### src/rtl/imem_loader_pkg.sv
`default_nettype none
// ============================================================================
//  Module      : imem_loader_pkg
//  Description : Shared constants and FSM state encoding for the boot-time
//                instruction-memory loader.
//  Revision    : 1.0  initial release
// ============================================================================
package imem_loader_pkg;

    // Instruction memory geometry: 1024 words = 4 KB
    localparam int          c_IM_ADDR_W = 10;
    localparam int          c_IM_DEPTH  = 1 << c_IM_ADDR_W;

    // Frame start marker
    localparam logic [7:0]  c_SYNC_BYTE = 8'hA5;

    // Loader FSM states
    typedef enum logic [2:0] {
        ST_IDLE   = 3'd0,
        ST_LEN_HI = 3'd1,
        ST_LEN_LO = 3'd2,
        ST_DATA   = 3'd3,
        ST_CHK    = 3'd4,
        ST_DONE   = 3'd5,
        ST_ERR    = 3'd6
    } loader_state_t;

endpackage : imem_loader_pkg
`default_nettype wire

### src/rtl/imem_loader_byte_packer.sv
`default_nettype none
// ============================================================================
//  Module      : imem_loader_byte_packer
//  Description : 4 x 8-bit -> 32-bit big-endian word assembler. The first
//                byte of a word lands in [31:24]. word_valid pulses for one
//                cycle after the fourth byte, with word_out holding the word.
//  Revision    : 1.0  initial release
// ============================================================================
module imem_loader_byte_packer (
    input  logic        clk,
    input  logic        rst,
    input  logic        clear,
    input  logic        byte_valid,
    input  logic [7:0]  byte_in,
    output logic [1:0]  byte_idx,
    output logic [31:0] word_out,
    output logic        word_valid
);

    logic [23:0] r_shift;
    logic [1:0]  r_idx;
    logic [31:0] r_word;
    logic        r_word_valid;

    // Shift bytes in MSB first; publish the completed word on the 4th byte
    always_ff @(posedge clk or posedge rst) begin
        if (rst) begin
            r_shift      <= '0;
            r_idx        <= '0;
            r_word       <= '0;
            r_word_valid <= 1'b0;
        end else if (clear) begin
            r_shift      <= '0;
            r_idx        <= '0;
            r_word_valid <= 1'b0;
        end else begin
            r_word_valid <= byte_valid && (r_idx == 2'd3);
            if (byte_valid) begin
                r_shift <= {r_shift[15:0], byte_in};
                r_idx   <= r_idx + 2'd1;
                if (r_idx == 2'd3) begin
                    r_word <= {r_shift, byte_in};
                end
            end
        end
    end

    assign byte_idx   = r_idx;
    assign word_out   = r_word;
    assign word_valid = r_word_valid;

endmodule : imem_loader_byte_packer
`default_nettype wire

### src/rtl/imem_loader.sv
`default_nettype none
// ============================================================================
//  Module      : imem_loader
//  Description : Boot-time program loader. Parses a framed byte stream
//                (sync, 16-bit word count, big-endian words, XOR checksum),
//                writes words into instruction memory and holds the core in
//                reset until a good frame has been fully loaded.
//  Revision    : 1.0  initial release
// ============================================================================
module imem_loader
    import imem_loader_pkg::*;
#(
    parameter int         ADDR_W    = c_IM_ADDR_W,
    parameter logic [7:0] SYNC_BYTE = c_SYNC_BYTE
) (
    input  logic              clk,
    input  logic              rst,
    input  logic [7:0]        rx_data,
    input  logic              rx_valid,
    output logic              rx_ready,
    output logic [ADDR_W-1:0] im_waddr,
    output logic [31:0]       im_wdata,
    output logic              im_we,
    output logic              core_rst,
    output logic              load_done,
    output logic              load_err
);

    // Largest legal word count: fills the memory exactly
    localparam logic [31:0] c_MAX_LEN = 32'(1) << ADDR_W;

    loader_state_t     r_state;
    loader_state_t     w_state_nxt;
    logic [15:0]       r_len;
    logic [ADDR_W:0]   r_wcnt;
    logic [7:0]        r_chk;
    logic              r_rx_ready;
    logic [ADDR_W-1:0] r_im_waddr;
    logic              r_core_rst;
    logic              r_load_done;
    logic              r_load_err;

    logic              w_xfer;
    logic              w_sync_xfer;
    logic              w_data_xfer;
    logic              w_word_done;
    logic              w_last_word;
    logic [15:0]       w_len_full;
    logic [ADDR_W:0]   w_wcnt_inc;
    logic [1:0]        w_byte_idx;

    assign w_xfer      = rx_valid && r_rx_ready;
    assign w_sync_xfer = w_xfer && (r_state == ST_IDLE) && (rx_data == SYNC_BYTE);
    assign w_data_xfer = w_xfer && (r_state == ST_DATA);
    assign w_word_done = w_data_xfer && (w_byte_idx == 2'd3);
    assign w_len_full  = {r_len[15:8], rx_data};
    assign w_wcnt_inc  = r_wcnt + 1'b1;
    assign w_last_word = w_word_done && (32'(w_wcnt_inc) == 32'(r_len));

    // Next-state decode; the FSM only moves on an accepted byte
    always_comb begin
        w_state_nxt = r_state;
        if (w_xfer) begin
            unique case (r_state)
                ST_IDLE:   if (rx_data == SYNC_BYTE) w_state_nxt = ST_LEN_HI;
                ST_LEN_HI: w_state_nxt = ST_LEN_LO;
                ST_LEN_LO: begin
                    if (w_len_full == 16'd0)
                        w_state_nxt = ST_CHK;
                    else if (32'(w_len_full) > c_MAX_LEN)
                        w_state_nxt = ST_ERR;
                    else
                        w_state_nxt = ST_DATA;
                end
                ST_DATA:   if (w_last_word) w_state_nxt = ST_CHK;
                ST_CHK:    w_state_nxt = (rx_data == r_chk) ? ST_DONE : ST_ERR;
                default:   w_state_nxt = r_state;
            endcase
        end
    end

    // State, header/counter/checksum registers and registered status outputs
    always_ff @(posedge clk or posedge rst) begin
        if (rst) begin
            r_state     <= ST_IDLE;
            r_len       <= '0;
            r_wcnt      <= '0;
            r_chk       <= '0;
            r_rx_ready  <= 1'b0;
            r_im_waddr  <= '0;
            r_core_rst  <= 1'b1;
            r_load_done <= 1'b0;
            r_load_err  <= 1'b0;
        end else begin
            r_state     <= w_state_nxt;
            r_rx_ready  <= (w_state_nxt != ST_DONE) && (w_state_nxt != ST_ERR);
            r_load_done <= (w_state_nxt == ST_DONE);
            r_load_err  <= (w_state_nxt == ST_ERR);
            r_core_rst  <= (w_state_nxt != ST_DONE);
            if (w_sync_xfer) begin
                r_chk  <= '0;
                r_wcnt <= '0;
            end
            if (w_xfer && (r_state == ST_LEN_HI)) r_len[15:8] <= rx_data;
            if (w_xfer && (r_state == ST_LEN_LO)) r_len[7:0]  <= rx_data;
            if (w_data_xfer) r_chk <= r_chk ^ rx_data;
            // Address is published alongside the packer's write strobe
            if (w_word_done) begin
                r_im_waddr <= r_wcnt[ADDR_W-1:0];
                r_wcnt     <= w_wcnt_inc;
            end
        end
    end

    imem_loader_byte_packer u_byte_packer (
        .clk        (clk),
        .rst        (rst),
        .clear      (w_sync_xfer),
        .byte_valid (w_data_xfer),
        .byte_in    (rx_data),
        .byte_idx   (w_byte_idx),
        .word_out   (im_wdata),
        .word_valid (im_we)
    );

    assign rx_ready  = r_rx_ready;
    assign im_waddr  = r_im_waddr;
    assign core_rst  = r_core_rst;
    assign load_done = r_load_done;
    assign load_err  = r_load_err;

endmodule : imem_loader
`default_nettype wire

### config.mk
export PLATFORM = sky130hd
export DESIGN_NAME = imem_loader
export DESIGN_NICKNAME = d
export VERILOG_FILES = /design/src/rtl/imem_loader_pkg.sv /design/src/rtl/imem_loader_byte_packer.sv /design/src/rtl/imem_loader.sv
export SDC_FILE = /design/constraint.sdc
export NUM_CORES = 1
export LEC_CHECK = 0
export ABC_AREA = 1
export BUFFER_PORTS_ARGS = -buffer_cell sky130_fd_sc_hd__buf_2
export CAP_MARGIN = 10
export CORE_MARGIN = 3
export CORE_UTILIZATION = 30
export CTS_CLUSTER_SIZE = 16
export DETAILED_ROUTE_END_ITERATION = 8
export PLACE_DENSITY = 0.49
export REMOVE_ABC_BUFFERS = 1
export SYNTH_ARGS = -nofsm -noshare
export SYNTH_HDL_FRONTEND = slang
export SYNTH_SLANG_ARGS = --single-unit
### constraint.sdc
create_clock -name clk -period 4.2 [get_ports clk]
set_input_delay 0.42 -clock clk [delete_from_list [all_inputs] [get_ports clk]]
set_output_delay 0.42 -clock clk [all_outputs]
set_load 0.05 [all_outputs]
==> reports/results.md <==
| Result | Reported | Unit |
| --- | --- | --- |
| Run status | completed | - |
| TritonCTS clock tree | done | - |
| Placement Cell Area | 5380 | um^2 |
| Quantity of I/O buffers inserted on ports | 57 | - |
| Leading register cell type out of synthesis | sky130_fd_sc_hd__dfrtp_1 | - |
| Warnings from Yosys | 0 | - |
| Filler Cell Count | 1665 | - |
| Total Die Area | 17740 | um^2 |
| Max stage delay on crit path | 920 | ps |
| Starting DRC count in detailed routing | 222 | - |
| Num Clock Sinks | 111 | - |
| Number of antenna violations at the first check in global routing | 0 | - |
| Share of async-settable or async-resettable flops after synthesis | 1.000 | - |
| Synthesis-stage register bit count | 111 | - |
| Hold buffer count at CTS | 0 | - |
| Synth unique cells | 33 | - |
| Smallest setup slack after layout | 1405 | ps |
| Final design area excluding fillers | 5689 | um^2 |
| Worst VDD drop | 0.3494 | mV |
| # setup viols final | 0 | - |
| Vert. Die Dim | 133.2 | um |
| RSZ-0062 raised after global routing | false | - |
| Global placement routability congestion | 0.7964 | - |
| Kind of critical path | reg2reg | - |
| CP startpoint kind | register | - |
| Global-route wire length before repair | 19.46 | mm |
| Final design utilization | 0.3661 | - |
| Clock-pin transition on the worst setup and hold timing paths | 80 | ps |
| Critical path cell sequence | inv_1 -> nand3_1 -> nor2_2 -> buf_4 -> nand2_2 -> inv_1 -> nand3_1 -> o21ai_0 | - |
| Slew margin rel. | 0.3340 | - |
| Number of enable-type register cells in the synthesized netlist | 0 | - |
| Clock root buffer | sky130_fd_sc_hd__clkbuf_16 | - |
| Arrival time of the worst setup path | 3060 | ps |
| Post-CTS repair timing setup buffer count | 0 | - |
| Final period utilization | 0.6655 | - |
| Post-detailed-route wirelength per cell | 13.88 | um |
| Maximum fanout along the worst path | 41 | - |
| Time the final worst path needs with I/O delays and setup | 2795 | ps |
| Critical Path Sink Type | register | - |
| Clock insertion delay at the later pin of the skew report | 350 | ps |
| CTS Buffer Depth | 2 | - |
| H-tree depth | 3 | - |
| Sequential-to-total area share from yosys stat | 0.5724 | - |
| Pin count of the biggest net entering global routing | 90 | - |
| Slew at the pin closest to its max-slew limit | 997.8 | ps |
| Average instance area after synthesis | 8.859 | um^2 |
| Slowest library cell on the worst path | sky130_fd_sc_hd__inv_1 | - |
| Ratio of routed vias to standard cells | 4.541 | - |
| Summed negative setup slack over all endpoints | 0 | ps |
| Setup slack after placement | 1215 | ps |
| Worst Clk Skew | 8.259 | ps |
| Min-Delay Path Class | in2async | - |
| Dpl hpwl | 7.942 | mm |
| Total count of hold-check failures in the final report | 0 | - |
| Max-capacitance violation count | 0 | - |
| Proportion of layout cells with a drive suffix above 1 | 0.1724 | - |
| Number of gates given a new drive strength after cts | 0 | - |
| Required time reported for the critical path endpoint | 4460 | ps |
| Cell row count | 45 | - |
| Routed wire length | 11.39 | mm |
| Fmax | 357.8 | MHz |
| Max Transition Viols Final | 0 | - |
| Horiz. Die Dim | 133.2 | um |
| Diodes inserted | 0 | - |
| Total via count in the routed design | 3724 | - |
| Starting density of the core | 0.3124 | - |
| DR pass1 iterations | 4 | - |
| Power density normalized to cell area | 763.7 | nW/um^2 |
| Overall track demand over capacity in global routing | 0.1355 | - |
| TritonCTS buffer count | 9 | - |
| Non-filler cells in the finished layout | 820 | - |
| Total DRC errors in the routed layout | 0 | - |
| Layout-stage area growth over the synthesis result | 17.19 | % |
| Number of global-route vias before repair | 3856 | - |
| LEAKAGE | 3.085 | nW |
| Post-synthesis cell count | 548 | - |
| Final #Nets | 617 | - |
| Aggregate global routing overflow | 0 | - |
| Mapped cell area | 4855 | um^2 |
| Total placed cells including tap cells | 803 | - |
| Post-detailed-route count of antenna-violating nets | 0 | - |
| Core area | 15540 | um^2 |
| Io pins | 58 | - |
[critical path: cells and delay by family (launching register included)]
family | cells | cell delay (ps)
AO/OA/AOI/OAI | 1 | 120
buffers and inverters | 3 | 1330
flip-flops | 1 | 440
AND/OR/NAND/NOR | 4 | 810
[logic make-up (layout without fill, tap and decap cells)]
family	Yosys count	count (layout)	share of synthesized area
AO/OA/AOI/OAI	88	88	0.1093
XOR/XNOR	12	12	0.02165
adder cells (fa/ha/maj)	2	2	0.005154
buffers and inverters	84	145	0.06572
flip-flops	111	111	0.5724
AND/OR/NAND/NOR	251	251	0.2258
[registers in the layout, summed over array words and instances (netlist names), 2 cells and up]
name / count
u_byte_packer.word_out: 32
u_byte_packer.r_shift: 24
r_len: 16
r_wcnt: 11
im_waddr: 10
r_chk: 8
r_state: 3
u_byte_packer.byte_idx: 2
[where the power goes]
part | switching [mW] | internal, mW | leakage [nW]
Combinational | 1.21 | 0.535 | 1.53
Clock | 0.407 | 0.411 | 0.136
Sequential | 0.304 | 1.48 | 1.41
Total | 1.92 | 2.42 | 3.09
[final timing paths]
check / from / end / slack (ps) / cells after the start
worst max-delay path: r_state[2]$_DFF_PP0_ / r_wcnt[4]$_DFFE_PP0P_ / 1400 / 8
worst min-delay path: rst / im_waddr[0]$_DFFE_PP0P_ / 20 / 2
worst max register to register: r_state[2]$_DFF_PP0_ / r_wcnt[4]$_DFFE_PP0P_ / 1400 / 8
worst min register to register: im_waddr[5]$_DFFE_PP0P_ / im_waddr[5]$_DFFE_PP0P_ / 480 / 2
max in group asynchronous: rst / r_chk[3]$_DFFE_PP0P_ / 3200 / 4
min in group clk: rx_data[7] / u_byte_packer.r_shift[7]$_DFFE_PP0P_ / 350 / 3
[synthesized netlist by cell type, types with 2 or more instances]
library cell,n,share of area
sky130_fd_sc_hd__a21oi_1,7,0.0072
sky130_fd_sc_hd__a21oi_2,2,0.0036
sky130_fd_sc_hd__a22o_1,4,0.0072
sky130_fd_sc_hd__a22oi_1,21,0.032
sky130_fd_sc_hd__buf_1,2,0.0015
sky130_fd_sc_hd__buf_2,3,0.0031
sky130_fd_sc_hd__clkbuf_1,13,0.010
sky130_fd_sc_hd__dfrtp_1,110,0.57
sky130_fd_sc_hd__ha_1,2,0.0052
sky130_fd_sc_hd__inv_1,65,0.050
sky130_fd_sc_hd__nand2_1,158,0.12
sky130_fd_sc_hd__nand2_2,5,0.0064
sky130_fd_sc_hd__nand3_1,29,0.030
sky130_fd_sc_hd__nand3_2,3,0.0062
sky130_fd_sc_hd__nand3b_1,4,0.0062
sky130_fd_sc_hd__nand4_1,5,0.0064
sky130_fd_sc_hd__nor2_1,30,0.023
sky130_fd_sc_hd__nor2_2,4,0.0052
sky130_fd_sc_hd__nor2_4,3,0.0070
sky130_fd_sc_hd__nor3_1,6,0.0062
sky130_fd_sc_hd__o21ai_0,46,0.047
sky130_fd_sc_hd__o22ai_1,5,0.0064
sky130_fd_sc_hd__xnor2_1,6,0.011
sky130_fd_sc_hd__xor2_1,6,0.011
[layout by cell type (no fill, tap or decap)]
master and instances:
sky130_fd_sc_hd__nor4_1 1, sky130_fd_sc_hd__buf_2 57, sky130_fd_sc_hd__buf_4 5, sky130_fd_sc_hd__o21a_1 1
sky130_fd_sc_hd__ha_1 2, sky130_fd_sc_hd__nor2_1 28, sky130_fd_sc_hd__inv_4 1, sky130_fd_sc_hd__nor3_2 1
sky130_fd_sc_hd__xor2_1 6, sky130_fd_sc_hd__o21bai_1 1, sky130_fd_sc_hd__o21ai_2 1, sky130_fd_sc_hd__clkinvlp_4 2
sky130_fd_sc_hd__nand2_4 1, sky130_fd_sc_hd__nand2_1 157, sky130_fd_sc_hd__a22o_1 4, sky130_fd_sc_hd__nand4_1 5
sky130_fd_sc_hd__o22ai_1 5, sky130_fd_sc_hd__inv_6 1, sky130_fd_sc_hd__nor2_4 3, sky130_fd_sc_hd__inv_2 1
sky130_fd_sc_hd__a22oi_1 21, sky130_fd_sc_hd__o21ai_0 46, sky130_fd_sc_hd__clkbuf_16 9, sky130_fd_sc_hd__dfrtp_1 110
sky130_fd_sc_hd__buf_16 1, sky130_fd_sc_hd__and3_1 1, sky130_fd_sc_hd__nand3_2 3, sky130_fd_sc_hd__a21oi_2 2
sky130_fd_sc_hd__inv_8 2, sky130_fd_sc_hd__a21oi_1 7, sky130_fd_sc_hd__nor2_2 6, sky130_fd_sc_hd__nand3b_1 4
sky130_fd_sc_hd__nor3_1 6, sky130_fd_sc_hd__inv_1 64, sky130_fd_sc_hd__nand2_2 6, sky130_fd_sc_hd__dfstp_2 1
sky130_fd_sc_hd__xnor2_1 6, sky130_fd_sc_hd__clkinv_2 2, sky130_fd_sc_hd__nand3_1 29
[per-layer routing]
metal	vias up	part of all wire	GRT usage
li1	1863	-	-
met1	1796	0.48	0.1846
met2	56	0.47	0.2181
met3	9	0.034	0.03361
met4	0	0.012	0.03371
met5	-	0	0
[stage by stage]
step,hold WS (ps),total power [mW]
floorplan,442.7,3.126
global placement,462.4,3.522
detailed placement,461.9,3.561
CTS,335.7,4.399
global route,35.72,4.687
finish,22.96,4.345
[layout make-up]
cell class                 count  area [um^2]  area share
timing repair buffer          63        350.3     0.06158
sequential                   111         2779      0.4885
clock buffer                   9        225.2     0.03959
inverter                      66        250.2     0.04399
multi-input combinational    353         1764      0.3101
tap                          211        264.0     0.04640
clock inverter                 7        56.30    0.009897
(Power assumes the default switching activity.)
